<file path="config.mk">
export PLATFORM = sky130hd
export DESIGN_NAME = icache_tag_req_arb_flat
export DESIGN_NICKNAME = d
export VERILOG_FILES = /design/src/rtl/icache_tag_req_arb_pkg.sv /design/src/rtl/icache_tag_req_arb_if.sv /design/src/rtl/icache_arb_age_cnt.sv /design/src/rtl/icache_tag_req_arb.sv /design/src/flat_wrapper.sv
export SDC_FILE = /design/constraint.sdc
export NUM_CORES = 1
export LEC_CHECK = 0
export BUFFER_PORTS_ARGS = -buffer_cell sky130_fd_sc_hd__clkbuf_2
export CAP_MARGIN = 20
export CELL_PAD_IN_SITES_DETAIL_PLACEMENT = 2
export CELL_PAD_IN_SITES_GLOBAL_PLACEMENT = 2
export CORE_MARGIN = 3
export CORE_UTILIZATION = 30
export DETAILED_ROUTE_END_ITERATION = 12
export GPL_TIMING_DRIVEN = 0
export PLACE_DENSITY_LB_ADDON = 0.1
export SLEW_MARGIN = 20
export SYNTH_ARGS = -nofsm -noshare
export SYNTH_HDL_FRONTEND = slang
export SYNTH_HIERARCHICAL = 1
export SYNTH_SLANG_ARGS = --single-unit
</file>
<file path="constraint.sdc">
create_clock -name clk -period 5.86 [get_ports clk]
set_input_delay 0.293 -clock clk [delete_from_list [all_inputs] [get_ports clk]]
set_output_delay 0.293 -clock clk [all_outputs]
set_load 0.1 [all_outputs]
</file>
<file path="src/rtl/icache_tag_req_arb_pkg.sv">
// Shared types for the icache tag request arbiter: request payload, MSHR index,
// arbitration source encoding and the registered output-stage record.
package icache_tag_req_arb_pkg;

   localparam int ADDR_TAG_W             = 20;
   localparam int ADDR_INDEX_W           = 6;
   localparam int ADDR_OFFSET_W          = 6;
   localparam int MSHR_ENTRY_INDEX_WIDTH = 3;
   localparam int DBG_AGE_W              = 8;

   localparam logic [1:0] UPSTREAM_OPCODE   = 2'd0;
   localparam logic [1:0] DOWNSTREAM_OPCODE = 2'd1;
   localparam logic [1:0] PREFETCH_OPCODE   = 2'd2;

   typedef struct packed {
      logic [ADDR_TAG_W-1:0]    tag;
      logic [ADDR_INDEX_W-1:0]  index;
      logic [ADDR_OFFSET_W-1:0] offset;
   } pc_addr_t;

   typedef struct packed {
      logic [1:0] opcode;
      pc_addr_t   addr;
   } pc_req_t;

   typedef logic [MSHR_ENTRY_INDEX_WIDTH-1:0]  mshr_idx_t;
   typedef logic [ADDR_TAG_W+ADDR_INDEX_W-1:0] line_t;

   typedef enum logic [1:0] {
      ARB_SRC_NONE = 2'd0,
      ARB_SRC_SNP  = 2'd1,
      ARB_SRC_UP   = 2'd2,
      ARB_SRC_PF   = 2'd3
   } arb_src_e;

   typedef struct packed {
      pc_req_t   pld;
      mshr_idx_t index;
      logic      is_pf;
   } tag_arb_out_t;

   // Cache line identity ignores the byte offset.
   function automatic line_t req_line(pc_req_t r);
      return {r.addr.tag, r.addr.index};
   endfunction

endpackage

</file>
<file path="src/rtl/icache_tag_req_arb_if.sv">
// Bundle of the three request ports, the tag request port and debug taps.
interface icache_tag_req_arb_if;
   import icache_tag_req_arb_pkg::*;

   // Every *_vld/*_rdy pair transfers exactly when vld & rdy are both high at a
   // rising clock edge; a source may not depend on rdy to raise vld.
   logic      snp_req_vld;
   logic      snp_req_rdy;
   pc_req_t   snp_req_pld;

   logic      up_req_vld;
   logic      up_req_rdy;
   pc_req_t   up_req_pld;
   mshr_idx_t up_req_index;

   logic      pf_req_vld;
   logic      pf_req_rdy;
   pc_req_t   pf_req_pld;
   mshr_idx_t pf_req_index;

   logic      flush;

   logic      tag_req_vld;
   logic      tag_req_rdy;
   pc_req_t   tag_req_pld;
   mshr_idx_t tag_req_index;

   logic      pf_drop;
   logic      pf_promoted;

   arb_src_e              dbg_arb_src;
   logic [DBG_AGE_W-1:0]  dbg_pf_age;
   logic                  dbg_last_up_vld;

   modport slave (
      input  snp_req_vld, snp_req_pld,
      input  up_req_vld, up_req_pld, up_req_index,
      input  pf_req_vld, pf_req_pld, pf_req_index,
      input  flush, tag_req_rdy,
      output snp_req_rdy, up_req_rdy, pf_req_rdy,
      output tag_req_vld, tag_req_pld, tag_req_index,
      output pf_drop, pf_promoted,
      output dbg_arb_src, dbg_pf_age, dbg_last_up_vld
   );

   modport master (
      output snp_req_vld, snp_req_pld,
      output up_req_vld, up_req_pld, up_req_index,
      output pf_req_vld, pf_req_pld, pf_req_index,
      output flush, tag_req_rdy,
      input  snp_req_rdy, up_req_rdy, pf_req_rdy,
      input  tag_req_vld, tag_req_pld, tag_req_index,
      input  pf_drop, pf_promoted,
      input  dbg_arb_src, dbg_pf_age, dbg_last_up_vld
   );

endinterface

</file>
<file path="src/rtl/icache_arb_age_cnt.sv">
// Saturating wait counter for the prefetch requester; sat flags promotion.
module icache_arb_age_cnt #(
   parameter int LIMIT = 8,
   parameter int W     = $clog2(LIMIT + 1)
) (
   input  logic         clk,
   input  logic         rst_n,
   input  logic         inc,
   input  logic         clr,
   output logic [W-1:0] cnt,
   output logic         sat
);

   localparam logic [W-1:0] LIMIT_V = W'(LIMIT);

   logic [W-1:0] cnt_q;
   logic [W-1:0] cnt_d;

   always_comb begin
      cnt_d = cnt_q;
      if (clr) begin
         cnt_d = '0;
      end else if (inc && (cnt_q != LIMIT_V)) begin
         cnt_d = cnt_q + W'(1);
      end
   end

   always_ff @(posedge clk or negedge rst_n) begin
      if (!rst_n) begin
         cnt_q <= '0;
      end else begin
         cnt_q <= cnt_d;
      end
   end

   assign cnt = cnt_q;
   assign sat = (cnt_q == LIMIT_V);

endmodule

</file>
<file path="src/rtl/icache_tag_req_arb.sv">
// Snoop / fetch / prefetch arbiter feeding the tag array through a one-entry
// registered stage, with prefetch starvation promotion and duplicate-line drop.
module icache_tag_req_arb
   import icache_tag_req_arb_pkg::*;
#(
   parameter int STARVE_LIMIT = 8,
   parameter int AGE_W        = $clog2(STARVE_LIMIT + 1)
) (
   input logic                 clk,
   input logic                 rst_n,
   icache_tag_req_arb_if.slave bus
);

   logic         out_vld_q;
   logic         out_vld_d;
   tag_arb_out_t out_q;
   tag_arb_out_t out_d;
   line_t        last_up_line_q;
   line_t        last_up_line_d;
   logic         last_up_vld_q;
   logic         last_up_vld_d;

   logic         load_en;
   arb_src_e     src;
   logic         pf_dup;
   logic         load;
   logic         age_inc;
   logic         age_clr;
   logic         age_sat;
   logic [AGE_W-1:0] age_cnt;

   // Grant decision uses only valids, flush and registered state so that
   // the ready outputs never depend on request payloads.
   always_comb begin
      load_en = ~out_vld_q | bus.tag_req_rdy;
      src     = ARB_SRC_NONE;
      if (load_en) begin
         if (bus.snp_req_vld) begin
            src = ARB_SRC_SNP;
         end else if (bus.pf_req_vld && age_sat && !bus.flush) begin
            src = ARB_SRC_PF;
         end else if (bus.up_req_vld) begin
            src = ARB_SRC_UP;
         end else if (bus.pf_req_vld && !bus.flush) begin
            src = ARB_SRC_PF;
         end
      end
   end

   assign pf_dup = (src == ARB_SRC_PF) && last_up_vld_q &&
                   (req_line(bus.pf_req_pld) == last_up_line_q);
   assign load   = (src != ARB_SRC_NONE) && !pf_dup;

   always_comb begin
      out_d     = out_q;
      out_vld_d = out_vld_q;
      if (load) begin
         out_vld_d = 1'b1;
         unique case (src)
            ARB_SRC_SNP: begin
               out_d.pld   = bus.snp_req_pld;
               out_d.index = '0;
               out_d.is_pf = 1'b0;
            end
            ARB_SRC_UP: begin
               out_d.pld   = bus.up_req_pld;
               out_d.index = bus.up_req_index;
               out_d.is_pf = 1'b0;
            end
            default: begin
               out_d.pld   = bus.pf_req_pld;
               out_d.index = bus.pf_req_index;
               out_d.is_pf = 1'b1;
            end
         endcase
      end else if (load_en || (bus.flush && out_q.is_pf)) begin
         // Either the held entry was consumed, or a flush kills a held prefetch.
         out_vld_d = 1'b0;
      end
   end

   always_comb begin
      last_up_line_d = last_up_line_q;
      last_up_vld_d  = last_up_vld_q;
      if (src == ARB_SRC_UP) begin
         last_up_line_d = req_line(bus.up_req_pld);
         last_up_vld_d  = 1'b1;
      end else if (bus.flush) begin
         last_up_vld_d  = 1'b0;
      end
   end

   assign age_inc = bus.pf_req_vld && load_en && (src != ARB_SRC_PF);
   assign age_clr = (src == ARB_SRC_PF) || bus.flush || !bus.pf_req_vld;

   icache_arb_age_cnt #(
      .LIMIT (STARVE_LIMIT),
      .W     (AGE_W)
   ) u_age_cnt (
      .clk   (clk),
      .rst_n (rst_n),
      .inc   (age_inc),
      .clr   (age_clr),
      .cnt   (age_cnt),
      .sat   (age_sat)
   );

   always_ff @(posedge clk or negedge rst_n) begin
      if (!rst_n) begin
         out_vld_q     <= 1'b0;
         last_up_vld_q <= 1'b0;
      end else begin
         out_vld_q     <= out_vld_d;
         last_up_vld_q <= last_up_vld_d;
      end
   end

   // Payload registers are qualified by their valid bits and carry no reset.
   always_ff @(posedge clk) begin
      out_q          <= out_d;
      last_up_line_q <= last_up_line_d;
   end

   assign bus.snp_req_rdy     = (src == ARB_SRC_SNP);
   assign bus.up_req_rdy      = (src == ARB_SRC_UP);
   assign bus.pf_req_rdy      = (src == ARB_SRC_PF);
   assign bus.tag_req_vld     = out_vld_q;
   assign bus.tag_req_pld     = out_q.pld;
   assign bus.tag_req_index   = out_q.index;
   assign bus.pf_drop         = pf_dup;
   assign bus.pf_promoted     = age_sat;
   assign bus.dbg_arb_src     = src;
   assign bus.dbg_pf_age      = DBG_AGE_W'(age_cnt);
   assign bus.dbg_last_up_vld = last_up_vld_q;

endmodule

</file>
<file path="src/flat_wrapper.sv">
// flat-port wrapper written by rule: the top's interface ports become plain ports
module icache_tag_req_arb_flat import icache_tag_req_arb_pkg::*;
#(
   parameter int STARVE_LIMIT = 8,
   parameter int AGE_W        = $clog2(STARVE_LIMIT + 1)
)
  (clk, rst_n, bus_snp_req_vld, bus_snp_req_pld, bus_up_req_vld, bus_up_req_pld, bus_up_req_index, bus_pf_req_vld, bus_pf_req_pld, bus_pf_req_index, bus_flush, bus_tag_req_rdy, bus_snp_req_rdy, bus_up_req_rdy, bus_pf_req_rdy, bus_tag_req_vld, bus_tag_req_pld, bus_tag_req_index, bus_pf_drop, bus_pf_promoted, bus_dbg_arb_src, bus_dbg_pf_age, bus_dbg_last_up_vld);
  icache_tag_req_arb_if bus_i ();
  input logic clk;
  input logic rst_n;
  input wire logic [$bits(bus_i.snp_req_vld)-1:0] bus_snp_req_vld;
  input wire logic [$bits(bus_i.snp_req_pld)-1:0] bus_snp_req_pld;
  input wire logic [$bits(bus_i.up_req_vld)-1:0] bus_up_req_vld;
  input wire logic [$bits(bus_i.up_req_pld)-1:0] bus_up_req_pld;
  input wire logic [$bits(bus_i.up_req_index)-1:0] bus_up_req_index;
  input wire logic [$bits(bus_i.pf_req_vld)-1:0] bus_pf_req_vld;
  input wire logic [$bits(bus_i.pf_req_pld)-1:0] bus_pf_req_pld;
  input wire logic [$bits(bus_i.pf_req_index)-1:0] bus_pf_req_index;
  input wire logic [$bits(bus_i.flush)-1:0] bus_flush;
  input wire logic [$bits(bus_i.tag_req_rdy)-1:0] bus_tag_req_rdy;
  output wire logic [$bits(bus_i.snp_req_rdy)-1:0] bus_snp_req_rdy;
  output wire logic [$bits(bus_i.up_req_rdy)-1:0] bus_up_req_rdy;
  output wire logic [$bits(bus_i.pf_req_rdy)-1:0] bus_pf_req_rdy;
  output wire logic [$bits(bus_i.tag_req_vld)-1:0] bus_tag_req_vld;
  output wire logic [$bits(bus_i.tag_req_pld)-1:0] bus_tag_req_pld;
  output wire logic [$bits(bus_i.tag_req_index)-1:0] bus_tag_req_index;
  output wire logic [$bits(bus_i.pf_drop)-1:0] bus_pf_drop;
  output wire logic [$bits(bus_i.pf_promoted)-1:0] bus_pf_promoted;
  output wire logic [$bits(bus_i.dbg_arb_src)-1:0] bus_dbg_arb_src;
  output wire logic [$bits(bus_i.dbg_pf_age)-1:0] bus_dbg_pf_age;
  output wire logic [$bits(bus_i.dbg_last_up_vld)-1:0] bus_dbg_last_up_vld;
  assign bus_i.snp_req_vld = bus_snp_req_vld;
  assign bus_i.snp_req_pld = bus_snp_req_pld;
  assign bus_i.up_req_vld = bus_up_req_vld;
  assign bus_i.up_req_pld = bus_up_req_pld;
  assign bus_i.up_req_index = bus_up_req_index;
  assign bus_i.pf_req_vld = bus_pf_req_vld;
  assign bus_i.pf_req_pld = bus_pf_req_pld;
  assign bus_i.pf_req_index = bus_pf_req_index;
  assign bus_i.flush = bus_flush;
  assign bus_i.tag_req_rdy = bus_tag_req_rdy;
  assign bus_snp_req_rdy = bus_i.snp_req_rdy;
  assign bus_up_req_rdy = bus_i.up_req_rdy;
  assign bus_pf_req_rdy = bus_i.pf_req_rdy;
  assign bus_tag_req_vld = bus_i.tag_req_vld;
  assign bus_tag_req_pld = bus_i.tag_req_pld;
  assign bus_tag_req_index = bus_i.tag_req_index;
  assign bus_pf_drop = bus_i.pf_drop;
  assign bus_pf_promoted = bus_i.pf_promoted;
  assign bus_dbg_arb_src = bus_i.dbg_arb_src;
  assign bus_dbg_pf_age = bus_i.dbg_pf_age;
  assign bus_dbg_last_up_vld = bus_i.dbg_last_up_vld;
  icache_tag_req_arb #(.STARVE_LIMIT(STARVE_LIMIT), .AGE_W(AGE_W)) u_core (.clk(clk), .rst_n(rst_n), .bus(bus_i));
endmodule
</file>
==> results of run 1 <==
## routing by layer
metal | GRT usage | up-vias | wire length, um
met2 | 0.3239 | 114 | 6201
met4 | 0.06575 | 0 | 159
li1 | - | 1512 | -
met5 | 0 | - | 0
met3 | 0.04267 | 11 | 753
met1 | 0.2316 | 1559 | 5187
## per-stage QoR
step | cell area, sq um | util | total power, mW | cells | hold WS, ps
after detailed placement | 4816 | 0.4112 | 1.354 | 642 | 137.4
after floorplan | 3724 | - | 1.182 | 332 | -2.591
final | 5096 | 0.4352 | 1.848 | 657 | 155.9
after CTS | 5096 | 0.4352 | 1.874 | 657 | 139.5
after global routing | 5096 | 0.4352 | 1.938 | 657 | 139.6
after global placement | 4723 | 0.4033 | 1.329 | 639 | 133.7
## critical path, cell delays in order (launching register included)
cell	delay, ps
sky130_fd_sc_hd__dfrtp_1	410
sky130_fd_sc_hd__inv_1	90
sky130_fd_sc_hd__ha_1	210
sky130_fd_sc_hd__nand2_1	140
sky130_fd_sc_hd__nor2_2	50
sky130_fd_sc_hd__nand2b_1	140
sky130_fd_sc_hd__a21oi_1	180
sky130_fd_sc_hd__nor2_2	80
sky130_fd_sc_hd__inv_1	100
sky130_fd_sc_hd__ha_2	470
sky130_fd_sc_hd__buf_16	210
sky130_fd_sc_hd__buf_2	280
sky130_fd_sc_hd__buf_1	560
sky130_fd_sc_hd__a22oi_1	130
sky130_fd_sc_hd__o21ai_0	230
## cell families after synthesis
family          share of synthesized area
mux                              0.006776
other cells                      0.001016
xor+xnor                          0.06642
compound gates                     0.1322
fa+ha+maj                         0.02033
buf+inv                            0.1054
flops                              0.5612
simple gates                       0.1067
## power by group through the flow
stage / Clock [mW] / Sequential [mW] / Combinational, mW
global route: 0.552 / 0.643 / 0.743
floorplan: 0 / 0.661 / 0.521
CTS: 0.527 / 0.638 / 0.709
global placement: 0 / 0.647 / 0.682
detailed placement: 0 / 0.648 / 0.706
finish: 0.511 / 0.637 / 0.700
## worst paths after layout
kind / slack [ps] / end / cells past startpoint
setup / recovery: 2400 / u_core/bus.tag_req_pld[13] / 14
hold / removal: 160 / u_core/last_up_line_q[25] / 1
setup reg to reg: 2400 / u_core/bus.tag_req_pld[13] / 14
hold reg to reg: 530 / u_core/bus.dbg_last_up_vld / 1
max in group asynchronous: 5360 / u_core/u_age_cnt/cnt[1] / 2
min in group asynchronous: 340 / u_core/u_age_cnt/cnt[0] / 2
## cells in the final DEF (no fill, tap or decap), types with 2 or more instances in the layout
cell type                   instances
sky130_fd_sc_hd__or3b_1             2
sky130_fd_sc_hd__buf_2              2
sky130_fd_sc_hd__edfxtp_1          64
sky130_fd_sc_hd__nor2b_1            3
sky130_fd_sc_hd__nor2_2             2
sky130_fd_sc_hd__nand2_1           46
sky130_fd_sc_hd__nand4_1            2
sky130_fd_sc_hd__buf_1              2
sky130_fd_sc_hd__clkinv_1           2
sky130_fd_sc_hd__xor2_1            20
sky130_fd_sc_hd__conb_1             4
sky130_fd_sc_hd__o21ai_0           38
sky130_fd_sc_hd__clkbuf_1          14
sky130_fd_sc_hd__nand3_1            2
sky130_fd_sc_hd__nor3_1             2
sky130_fd_sc_hd__a22oi_1           34
sky130_fd_sc_hd__ha_2               2
sky130_fd_sc_hd__nand2b_1           4
sky130_fd_sc_hd__buf_16             3
sky130_fd_sc_hd__nor2_1             4
sky130_fd_sc_hd__buf_4             41
sky130_fd_sc_hd__nor4_1             9
sky130_fd_sc_hd__ha_1               4
sky130_fd_sc_hd__clkbuf_16          9
sky130_fd_sc_hd__inv_1              5
sky130_fd_sc_hd__a21oi_1            3
sky130_fd_sc_hd__xnor2_1            8
sky130_fd_sc_hd__clkbuf_2         164
sky130_fd_sc_hd__dfrtp_1            6
## area by class of cell
| type | count | area [sq um] |
|---|---|---|
| timing repair buffer | 168 | 913.4 |
| fill | 1270 | 6615 |
| buffer | 57 | 370.4 |
| inverter | 5 | 18.77 |
| sequential | 70 | 2072 |
| multi-input combinational | 200 | 1272 |
| tap | 143 | 178.9 |
| clock inverter | 3 | 37.54 |
| clock buffer | 11 | 232.7 |
## timing repair
| action | CTS | global route |
|---|---|---|
| hold buffers | 1 | 0 |
| hold endpoints to repair | 6 | 0 |
| gates resized for setup | 0 | 0 |
## sequential cells by signal, indices dropped and copies added, names as in the netlist
signal                      count
u_core/bus.tag_req_pld         34
u_core/u_age_cnt/cnt            4
u_core/out_q                    1
u_core/bus.tag_req_index        3
u_core/bus.dbg_last_up_vld      1
u_core/bus.tag_req_vld          1
u_core/last_up_line_q          26
==> results by stage, run 1 <==
GRT:
- The via count of the first global-routing pass came to ~3,600.
- The number of antenna violations at the first check in global routing was 0.
- The overall fraction of global-route tracks in use is 0.1879.
- Global routing finished with a remaining overflow of 0.
- The first global-routing pass estimated ~19 mm of wire.
- The largest net degree at the start of global routing is 17.

Layout:
- In the final design database the tool counted approximately 630 nets.
- In the final layout, the share of cells above drive strength 1 is 0.4416.
- The post-synthesis to final-layout area growth is 38.02%.
- The count of antenna diodes in the layout is 0.

STA:
- Dividing the final minimum period by the clock period gives 0.5900.
- In this run the tightest slew margin relative to its limit is 0.5442.
- For the final database, setup skew stands at between 5 and 6 ps.
- Static timing analysis puts the maximum clock frequency at between 200 and 300 MHz.
- Setup violations remaining at the end of the flow were counted as 0.
- The final setup TNS is 0 ps.
- The final max-slew violation count was 0.
- At the pin with the least slew margin, the transition time is around 680 ps.
- The final count of hold timing violations is 0.
- The final period demand of the worst path is between 3000 and 4000 ps.
- Setup slack closes at approximately 2400 ps.
- Setup repair after global routing left no endpoint under its margin.

Route:
- Detailed routing inserted a total of about 3,200 vias.
- The iteration count of the initial detailed-routing pass is 4.
- After detailed routing, the average wire length per cell comes to 18.72 um.
- The remaining number of nets flagged by the antenna check after routing is 0.
- The number of remaining DRC errors is 0.
- The number of DRC markers after the initial detailed-route iteration is 110.
- Wires add up to ~12 mm.
- The detail-routed via count per cell is ~4.9.

Logic synthesis:
- Counting flops with a built-in enable in the synthesized netlist gives 64.
- The commonest cells after synthesis are sky130_fd_sc_hd__edfxtp_1 (64), sky130_fd_sc_hd__nand2_1 (46), sky130_fd_sc_hd__buf_4 (41).
- The prevailing post-synth register cell is sky130_fd_sc_hd__edfxtp_1.
- The share of synthesized registers carrying an async set or reset is 0.08571.
- Synthesis produced ~330 cells.
- The total standard cell area after synthesis is 3692 sq um.
- The share of the yosys chip area belonging to registers is 0.5612.
- The synthesized design contains 70 register bits.
- The fraction of synthesized cell area taken by the top area cell type is 0.5205.
- Yosys instantiated no cell more often than sky130_fd_sc_hd__edfxtp_1.
- The biggest area contributor in the post-synthesis netlist is sky130_fd_sc_hd__edfxtp_1.
- The count of synthesis-stage warnings from yosys is 6.
- Sorting the synthesized cells by area gives the leading types as sky130_fd_sc_hd__edfxtp_1 (52%), sky130_fd_sc_hd__buf_4 (8.3%), sky130_fd_sc_hd__a22oi_1 (6.9%).
- The distinct cell type count of the synthesized netlist is 33.
- A synthesized cell averages 11.22 sq um.

Placed design:
- The worst setup timing slack at the placement stage is 2296 ps.
- Detailed placement ended at an HPWL of between 9 and 10 mm.
- In this run the tool buffered the top-level ports with 164 buffer cells.
- At the end of routability-driven placement, the weighted congestion stood at roughly 0.76.

Floorplan:
- The starting density of the core is 0.3153.
- The initialized floorplan defines 39 standard-cell rows.
- The floorplan step set the die width to roughly 120 um.
- The placeable core area is roughly 12,000 sq um.
- The floorplan step defined a die boundary enclosing ~14,000 sq um.
- The die is ~120 um tall.
- The I/O pin count is between 150 and 200.

Critical path:
- The critical path class is flop to flop.
- The highest net fanout along the worst path is 16.
- The required arrival time at the worst endpoint is approximately 6000 ps.
- The startpoint of the lowest-slack register-to-register path is u_core/u_age_cnt/cnt[0].
- The beginning of the critical path is u_core/u_age_cnt/cnt[0].
- The endpoint type of the worst setup path is a flop.
- At the worst endpoint, the arrival time is between 3000 and 4000 ps.
- The worst setup path is launched from a flop.

Pwr:
- The share of total power dissipated in the clock network is 0.276.
- In this run the power density over the cells is between 300 and 400 nW/um^2.
- The share of total power dissipated in sequential elements is 0.345.
- The maximum ir drop on the vdd rail is about 0.00014 V.
- Summed over all cells, the static leakage comes to about 2.3 nW.
- The proportion of power drawn by combinational gates is 0.379.
- The cell-internal power is between 1 and 1.5 mW.
- The switching part of the total is 0.3998.
- The power dissipated by switching net loads is 0.7390 mW.

CTS:
- The clock tree root driver cell is sky130_fd_sc_hd__clkbuf_16.
- The post-CTS setup repair buffer count is 0.
- The number of levels in the clock H-tree is 3.
- The TritonCTS sink count is 70.
- Clock tree synthesis inserted a total of 9 buffers.
- The clock slew seen by the registers of the worst setup and hold paths is roughly 50 ps.
- The CTS tree is done.
- Counting along the longest clock path gives a buffer depth of 2.
- The clock latency of the later-clocked register in the worst-skew pair is 330 ps.

Run status:
- The flow ran to the end, and the final reports show no timing, DRC or antenna violations.

Job:
- The number of maximum-capacitance violations is 0.

Hold path:
- The beginning of the worst hold path is bus_up_req_pld[31].
- The classification of the worst-slack hold path is primary input to flop.
(Power assumes the default switching activity.)
==> inputs of run 2 (changes only) <==
- CORE_UTILIZATION: 30 -> 25
- clock period: 5.86 -> 2.8 ns (I/O delays scaled with it)
==> results by stage, run 2 (same netlist as run 1, synthesis figures left out) <==
Run status:
- The flow ran to the end, but the final reports show violations.
- The checks that failed: setup timing.

Critical path:
- The terminus of the critical flop-to-flop path is u_core/bus.tag_req_pld[28].
- By startpoint and endpoint, the worst setup path is classified as flop to output pin.
- The element type at the critical path start is a flop.
- The slack of the worst reg-to-reg path is 190 ps.
- The worst setup path is captured at an output pin.
- On the critical path, the stage with the largest delay is an instance of sky130_fd_sc_hd__dfrtp_4.
- The arrival time at the worst endpoint is 2660 ps.
- The startpoint of the lowest-slack register-to-register path is u_core/u_age_cnt/cnt[0].
- Counting cells, the worst reg-to-reg path comes to 14.
- The critical path goes through inv_4 -> ha_4 -> nand2_4 -> nor2_4 -> nand2b_4 -> a21oi_4 -> nor2_4 -> ha_4 -> nand2_4 -> nor4_4 -> nand3_2 -> nor4_4 -> buf_8.
- In this run the worst path has a maximum fanout of 4.
- The required arrival time at the worst endpoint is about 2700 ps.
- The maximum cell stage delay along the critical path is roughly 500 ps.

Pwr:
- Of the total power, the clock network draws 0.259.
- The fraction of power consumed by sequential logic is 0.347.
- In this run the static leakage power is 2.433 nW.
- The switching part of the total is 0.4096.
- The maximum ir drop on the vdd rail is just under 0.0003 V.
- The ratio of total power to cell area is approximately 700 nW/um^2.
- The proportion of power drawn by combinational gates is 0.394.
- The power dissipated by switching net loads is ~1.6 mW.
- The cell-internal power is 2.272 mW.

Layout:
- The utilization after layout is 0.3896.
- The area growth from synthesis to layout is 49.31%.
- The number of flip-flops under the largest register name is 34.
- The ratio of cells with drive above 1 in the final layout is 0.4788.
- The library cells used most frequently in the layout, excluding fill and tap cells, are sky130_fd_sc_hd__clkbuf_2 (173), sky130_fd_sc_hd__edfxtp_1 (64), sky130_fd_sc_hd__buf_4 (50).
- In the final design database the tool counted 660 nets.
- The library cell used most frequently in the layout, excluding fill and tap cells, is sky130_fd_sc_hd__clkbuf_2.
- For this run, the number of standard cells in the final layout without fillers is 723.
- The count of antenna diodes in the layout is 0.
- The number of fillers in the final layout is about 1,500.

STA:
- Of the available clock period, the critical path in the final layout requires 1.000.
- The fmax is ~360 MHz.
- The final hold slack is approximately 16 ps.
- After layout, the worst setup slack is -0.8666 ps.
- The final period demand of the worst path is approximately 2800 ps.
- Setup violations remaining at the end of the flow were counted as 1.
- The final max-slew violation count is 0.
- The worst pin sits at a relative slew slack of 0.6254.
- Setup repair after global routing could not meet its margin everywhere.
- For the pin with the worst max-slew slack, the measured transition is approximately 560 ps.
- The maximum clock skew at final layout is around 5.9 ps.
- The final count of hold timing violations is 0.

Route:
- In the routed design, unresolved DRC markers number 0.
- The total number of vias is between 3,000 and 4,000.
- The detail route stage leaves a number of antenna-violating nets equal to 0.
- The iteration count of the initial detailed-routing pass is 4.
- The number of DRC markers after the initial detailed-route iteration is between 100 and 150.
- After detailed routing, the average wire length per cell comes to approximately 18 um.
- The detail-routed via count per cell is between 4 and 5.
- The routed design has around 13 mm of wire.

GRT:
- The most heavily used metal layer in global routing is met2.
- The largest net degree at the start of global routing is 17.
- The via count of the first global-routing pass was ~3,600.
- In the global route stage, overall resource usage came out at 0.1588.
- The total grt overflow is 0.
- The number of antenna violations at the first check in global routing was 0.
- The first-pass GRT wire length is between 15 and 20 mm.
- The met1 usage is 0.1932.
- In the global route stage, met2 resource usage came out at 0.2747.
- The met3 usage is 0.04473.

Placed design:
- The number of placed instances, taps included, is 678.
- The placer congestion estimate is around 0.75.
- The worst setup timing slack at the placement stage is -708.2 ps.
- The count of buffers inserted at the top-level ports is roughly 160.
- The HPWL after detailed placement is approximately 10 mm.

Floorplan:
- The width of the chip is between 100 and 150 um.
- The placement row count is 43.
- The initial utilization of the core area, before any placement, comes to 0.2609.
- The region available for standard cell placement spans between 10,000 and 15,000 sq um.
- For this design the top-level I/O count stands at 169.
- The die covers between 15,000 and 20,000 sq um.
- The die span in y is between 100 and 150 um.

Hold path:
- The tightest min-delay check is of the primary input to flop type.
- The startpoint identified for the worst hold timing path is bus_up_req_pld[25].
- The worst hold path terminates at u_core/last_up_line_q[19].
- The number of instances on the worst hold path is 1.

CTS:
- The clock latency of the later-clocked register in the worst-skew pair is roughly 340 ps.
- Buffers inserted during clock tree synthesis total 9.
- The number of levels in the clock H-tree is 3.
- The clock tree root driver cell is sky130_fd_sc_hd__clkbuf_16.
- The number of buffers on the longest clock path is 2.
- The TritonCTS sink count is 70.
- TritonCTS built the clock tree.
- After clock tree synthesis, the clock-pin slew on the worst setup and hold paths is 50 ps.

Job:
- Max-cap violations in this run came to 0.
run 2: cell count changes in the layout (fill, tap and decap cells not counted), sizes merged:
cell	change
buf	+9
clkinv	+1
bufinv	-1
clkbuf	-1
dlygate4sd3	+21
run 2: area by class of cell:
type	count	area (sq um)	area share
buffer	56	384.1	0.06968
multi-input combinational	200	1371	0.2488
sequential	70	2081	0.3774
clock inverter	3	12.51	0.002270
clock buffer	12	236.5	0.04290
tap	180	225.2	0.04085
inverter	5	21.27	0.003858
timing repair buffer	197	1181	0.2143
run 2: how the worst max path moves through the flow:
| stage | from | end | cells after the start |
|---|---|---|---|
| 5_1_grt | u_core/u_age_cnt/cnt[0] | bus_pf_drop | 13 |
| 3_3_place_gp | u_core/u_age_cnt/cnt[0] | u_core/bus.tag_req_pld[14] | 13 |
| 6_report | u_core/u_age_cnt/cnt[0] | bus_pf_drop | 13 |
| 2_1_floorplan | u_core/u_age_cnt/cnt[0] | bus_pf_drop | 12 |
| 4_1_cts | u_core/u_age_cnt/cnt[0] | u_core/bus.tag_req_pld[5] | 12 |
| 3_5_place_dp | u_core/u_age_cnt/cnt[0] | u_core/bus.tag_req_pld[14] | 13 |
run 2: metal layers:
metal  vias to the layer above  share of wire
met4                         0          0.012
met3                        11          0.062
met1                      1616           0.42
met5                         -              0
li1                       1568              -
met2                       107           0.51
run 2: power by group through the flow:
stage               Clock, mW  Sequential (mW)  Combinational, mW
CTS                      1.04             1.34               1.52
finish                  0.995             1.34               1.52
global route             1.09             1.35               1.60
detailed placement          0             1.36               1.48
global placement            0             1.35               1.44
floorplan                   0             1.38               1.10
run 2: what timing repair did:
| action | 4_1_cts | 5_1_grt |
|---|---|---|
| endpoints found under the hold margin | 27 | 0 |
| setup endpoints to repair | 56 | 53 |
| buffers inserted | 4 | 5 |
| gates resized for setup | 14 | 18 |
| hold buffers | 22 | 0 |
| pin swaps | 4 | 9 |
run 2: critical path, delay by kind of cell (launching register included):
kind	cells	cell delay (ps)
buf+inv	2	310
fa+ha+maj	2	300
compound gates	1	60
simple gates	8	1150
flops	1	490
run 2: through the flow:
| stage | setup TNS [ps] | instance area [sq um] | total power, mW |
|---|---|---|---|
| CTS | 0 | 5414 | 3.898 |
| global placement | -32400 | 4817 | 2.791 |
| global route | -138.1 | 5513 | 4.040 |
| floorplan | -112840 | 3771 | 2.481 |
| finish | -0.8666 | 5513 | 3.849 |
| detailed placement | -17650 | 4872 | 2.836 |
==> inputs of run 3 (changes only) <==
- CORE_MARGIN: 3 -> not set
- CTS_BUF_LIST: not set -> sky130_fd_sc_hd__clkbuf_16
- PLACE_DENSITY: not set -> 0.77
- PLACE_DENSITY_LB_ADDON: 0.1 -> not set
==> results by stage, run 3 (same netlist as run 1, synthesis figures left out) <==
Run status:
- The flow ran to the end, and the final reports show no timing, DRC or antenna violations.

CTS:
- Clock-pin slew was measured on the worst setup and hold paths at 50 ps.
- The number of buffers on the longest clock path is 2.
- The clock latency of the later-clocked register in the worst-skew pair is ~330 ps.
- In this run, CTS created clock tree buffers numbering 9.
- The tree is rooted in a sky130_fd_sc_hd__clkbuf_16.
- TritonCTS built the clock tree.
- The number of levels in the clock H-tree is 3.
- The TritonCTS sink count is 70.

Route:
- The number of remaining DRC errors is 0.
- The number of DRC markers after the initial detailed-route iteration is 81.
- The detail-routed via count per cell is roughly 4.5.
- After detailed routing, the total wire length is about 13 mm.
- The total number of vias is 3,226.
- The iteration count of the initial detailed-routing pass is 4.
- The count of nets left with antenna violations once routing finished came out at 0.
- Dividing the detail-routed wire length by the instance count gives 17.55 um.

Floorplan:
- From bottom edge to top edge, the die measures approximately 120 um.
- The width of the chip is between 100 and 150 um.
- The placeable core area is roughly 14,000 sq um.
- The placement row count is 44.
- The starting density of the core is 0.2550.
- The area of the die is around 15,000 sq um.
- The I/O pin count is between 150 and 200.

Critical path:
- On the critical path the largest part of the delay comes from simple AND/OR/NAND/NOR gates.
- In this run the worst path has a maximum fanout of 5.
- The signal on the critical path passes through inv_4 -> ha_4 -> nand2_4 -> nor2_4 -> nand2b_4 -> a21oi_4 -> nor2_4 -> ha_4 -> nand2_4 -> nor4_4 -> nand3_2 -> nor4_4 -> buf_8.
- STA classifies the critical path endpoint as an output pin.
- The slowest stage of the critical path is the sky130_fd_sc_hd__dfrtp_4 cell.
- Data on the critical path arrives at its endpoint at 2570 ps.
- The critical path class is flop to output pin.
- Together, buffers and inverters on the worst path number 2.
- The maximum cell stage delay along the critical path is about 510 ps.
- The element type at the critical path start is a flop.
- For the worst setup path, the data required time is 2660 ps.

Placed design:
- The worst setup timing slack at the placement stage is -878.8 ps.
- Input and output buffers added on the ports amount to approximately 160.
- At the end of routability-driven placement, the weighted congestion stood at between 0.7 and 0.8.
- Summed over all nets, the half-perimeter wirelength after detailed placement is between 9 and 10 mm.

GRT:
- The number of antenna violations at the first check in global routing came to 0.
- The total grt overflow is 0.
- The first global-routing pass estimated 18.77 mm of wire.
- The largest net degree at the start of global routing is 18.
- The via count of the first global-routing pass was between 3,000 and 4,000.
- For this run, the total global-route usage over all layers was measured as 0.1716.

Pwr:
- The share of total power dissipated in the clock network is 0.259.
- Internal power comes to approximately 2.3 mW.
- For this design the static power due to leakage is 2.428 nW.
- The switching part of the total is 0.4127.
- The proportion of power drawn by combinational gates is 0.394.
- The power dissipated by switching net loads is 1.592 mW.
- The share of total power dissipated in sequential elements is 0.347.
- The total chip power is between 3 and 4 mW.
- IR analysis of the VDD net gives a maximum drop of about 0.00031 V.
- The ratio of total power to cell area is about 700 nW/um^2.

STA:
- For the finished layout, the period the worst path requires is 2714 ps.
- The final setup violation count is 0.
- The transition time at the pin with the least slew margin is between 500 and 600 ps.
- The worst path setup slack after routing is 85.55 ps.
- Static timing analysis puts the maximum clock frequency at 368.4 MHz.
- The final max-slew violation count was 0.
- Headroom to the max-slew limit came out at 0.6257.
- Setup repair after global routing could not meet its margin everywhere.
- Between clock sinks in the finished design, the worst skew comes to roughly 6.2 ps.
- The final critical-path share of the clock period is 0.9694.
- The final count of hold timing violations is 0.

Layout:
- The library cells used most frequently in the layout, excluding fill and tap cells, are sky130_fd_sc_hd__clkbuf_2 (173), sky130_fd_sc_hd__edfxtp_1 (64), sky130_fd_sc_hd__buf_4 (55).
- The count of nets after finishing is between 600 and 700.
- The register with the most flip-flops in the layout has 34 of them.
- The number of antenna diodes in the final layout is 0.
- Once layout is complete, the utilization of the core stands at 0.3780.
- The area growth from synthesis to layout is 48.22%.
- The library cell used most frequently in the layout, excluding fill and tap cells, is sky130_fd_sc_hd__clkbuf_2.
- Counting the fill cells in the layout gives 1,571.
- The ratio of cells with drive above 1 in the final layout is 0.4963.

Hold path:
- The path class of the tightest hold or removal check is primary input to flop.

Job:
- The number of maximum-capacitance violations is 0.
[run 3: cell types whose count changed in the layout (fill, tap and decap cells not counted), sizes merged]
cell / before / now
clkbuf: 186 / 184
dlygate4sd3: 22 / 13
buf: 57 / 61
clkinv: 3 / 7
[run 3: final timing paths]
path / startpoint / to / slack (ps) / cells after the start
worst max-delay path: u_core/u_age_cnt/cnt[0] / bus_pf_drop / 90 / 13
min in group asynchronous: rst_n / u_core/u_age_cnt/cnt[0] / 180 / 2
worst min-delay path: bus_up_req_pld[15] / u_core/last_up_line_q[9] / 10 / 1
worst max register to register: u_core/u_age_cnt/cnt[0] / u_core/bus.tag_req_pld[3] / 160 / 14
max in group asynchronous: rst_n / u_core/u_age_cnt/cnt[1] / 2440 / 2
worst min register to register: u_core/bus.dbg_last_up_vld / u_core/bus.dbg_last_up_vld / 600 / 1
[run 3: cell type report]
cell class                      instances  area (sq um)  share of cell area
Buffer                                 57         390.4             0.07133
Clock buffer                            9         225.2             0.04115
Sequential cell                        70          2081              0.3802
Multi-Input combinational cell        200          1373              0.2508
Timing Repair Buffer                  192          1121              0.2048
Inverter                                5         21.27            0.003887
Tap cell                              184         230.2             0.04207
Clock inverter                          7         31.28            0.005716
[run 3: metrics by stage]
step | cell area [sq um] | instances | setup TNS [ps] | hold slack [ps]
after floorplan | 3771 | 332 | -112840 | -155.6
after global placement | 4822 | 680 | -34460 | -25.72
after detailed placement | 4877 | 682 | -20470 | -16.01
after CTS | 5310 | 712 | 0 | 0.1026
after global routing | 5473 | 724 | -72.64 | 1.643
final | 5473 | 724 | 0 | 9.811
[run 3: power groups by stage]
stage | sequential (mW) | clock, mW | combinational (mW)
global placement | 1.35 | 0 | 1.43
CTS | 1.34 | 1.03 | 1.51
finish | 1.34 | 0.999 | 1.52
global route | 1.35 | 1.08 | 1.61
detailed placement | 1.36 | 0 | 1.48
floorplan | 1.38 | 0 | 1.10
[run 3: worst register-to-register path, stage by stage (launching register included)]
cell and delay (ps):
sky130_fd_sc_hd__dfrtp_4 510, sky130_fd_sc_hd__inv_4 80, sky130_fd_sc_hd__ha_4 130, sky130_fd_sc_hd__nand2_4 60, sky130_fd_sc_hd__nor2_4 80, sky130_fd_sc_hd__nand2b_4 140, sky130_fd_sc_hd__a21oi_4 60, sky130_fd_sc_hd__nor2_4 140
sky130_fd_sc_hd__ha_4 160, sky130_fd_sc_hd__nand2_4 60, sky130_fd_sc_hd__nor4_1 220, sky130_fd_sc_hd__and4_2 310, sky130_fd_sc_hd__a21oi_4 90, sky130_fd_sc_hd__buf_16 180, sky130_fd_sc_hd__buf_16 170
[run 3: per-layer routing]
| layer | vias up | track usage | wire length (um) |
|---|---|---|---|
| li1 | 1563 | - | - |
| met1 | 1552 | 0.2031 | 5396 |
| met2 | 100 | 0.3069 | 6486 |
| met3 | 11 | 0.04613 | 714 |
| met4 | 0 | 0.03991 | 108 |
| met5 | - | 0 | 0 |
[run 3: what timing repair did]
action / in CTS / in global routing
endpoints found under the hold margin: 16 / 2
hold buffers: 11 / 2
endpoints found under the setup margin: 57 / 54
pin swaps: 4 / 8
gates cloned: 0 / 0
buffers inserted: 3 / 10
gates resized for setup: 11 / 27
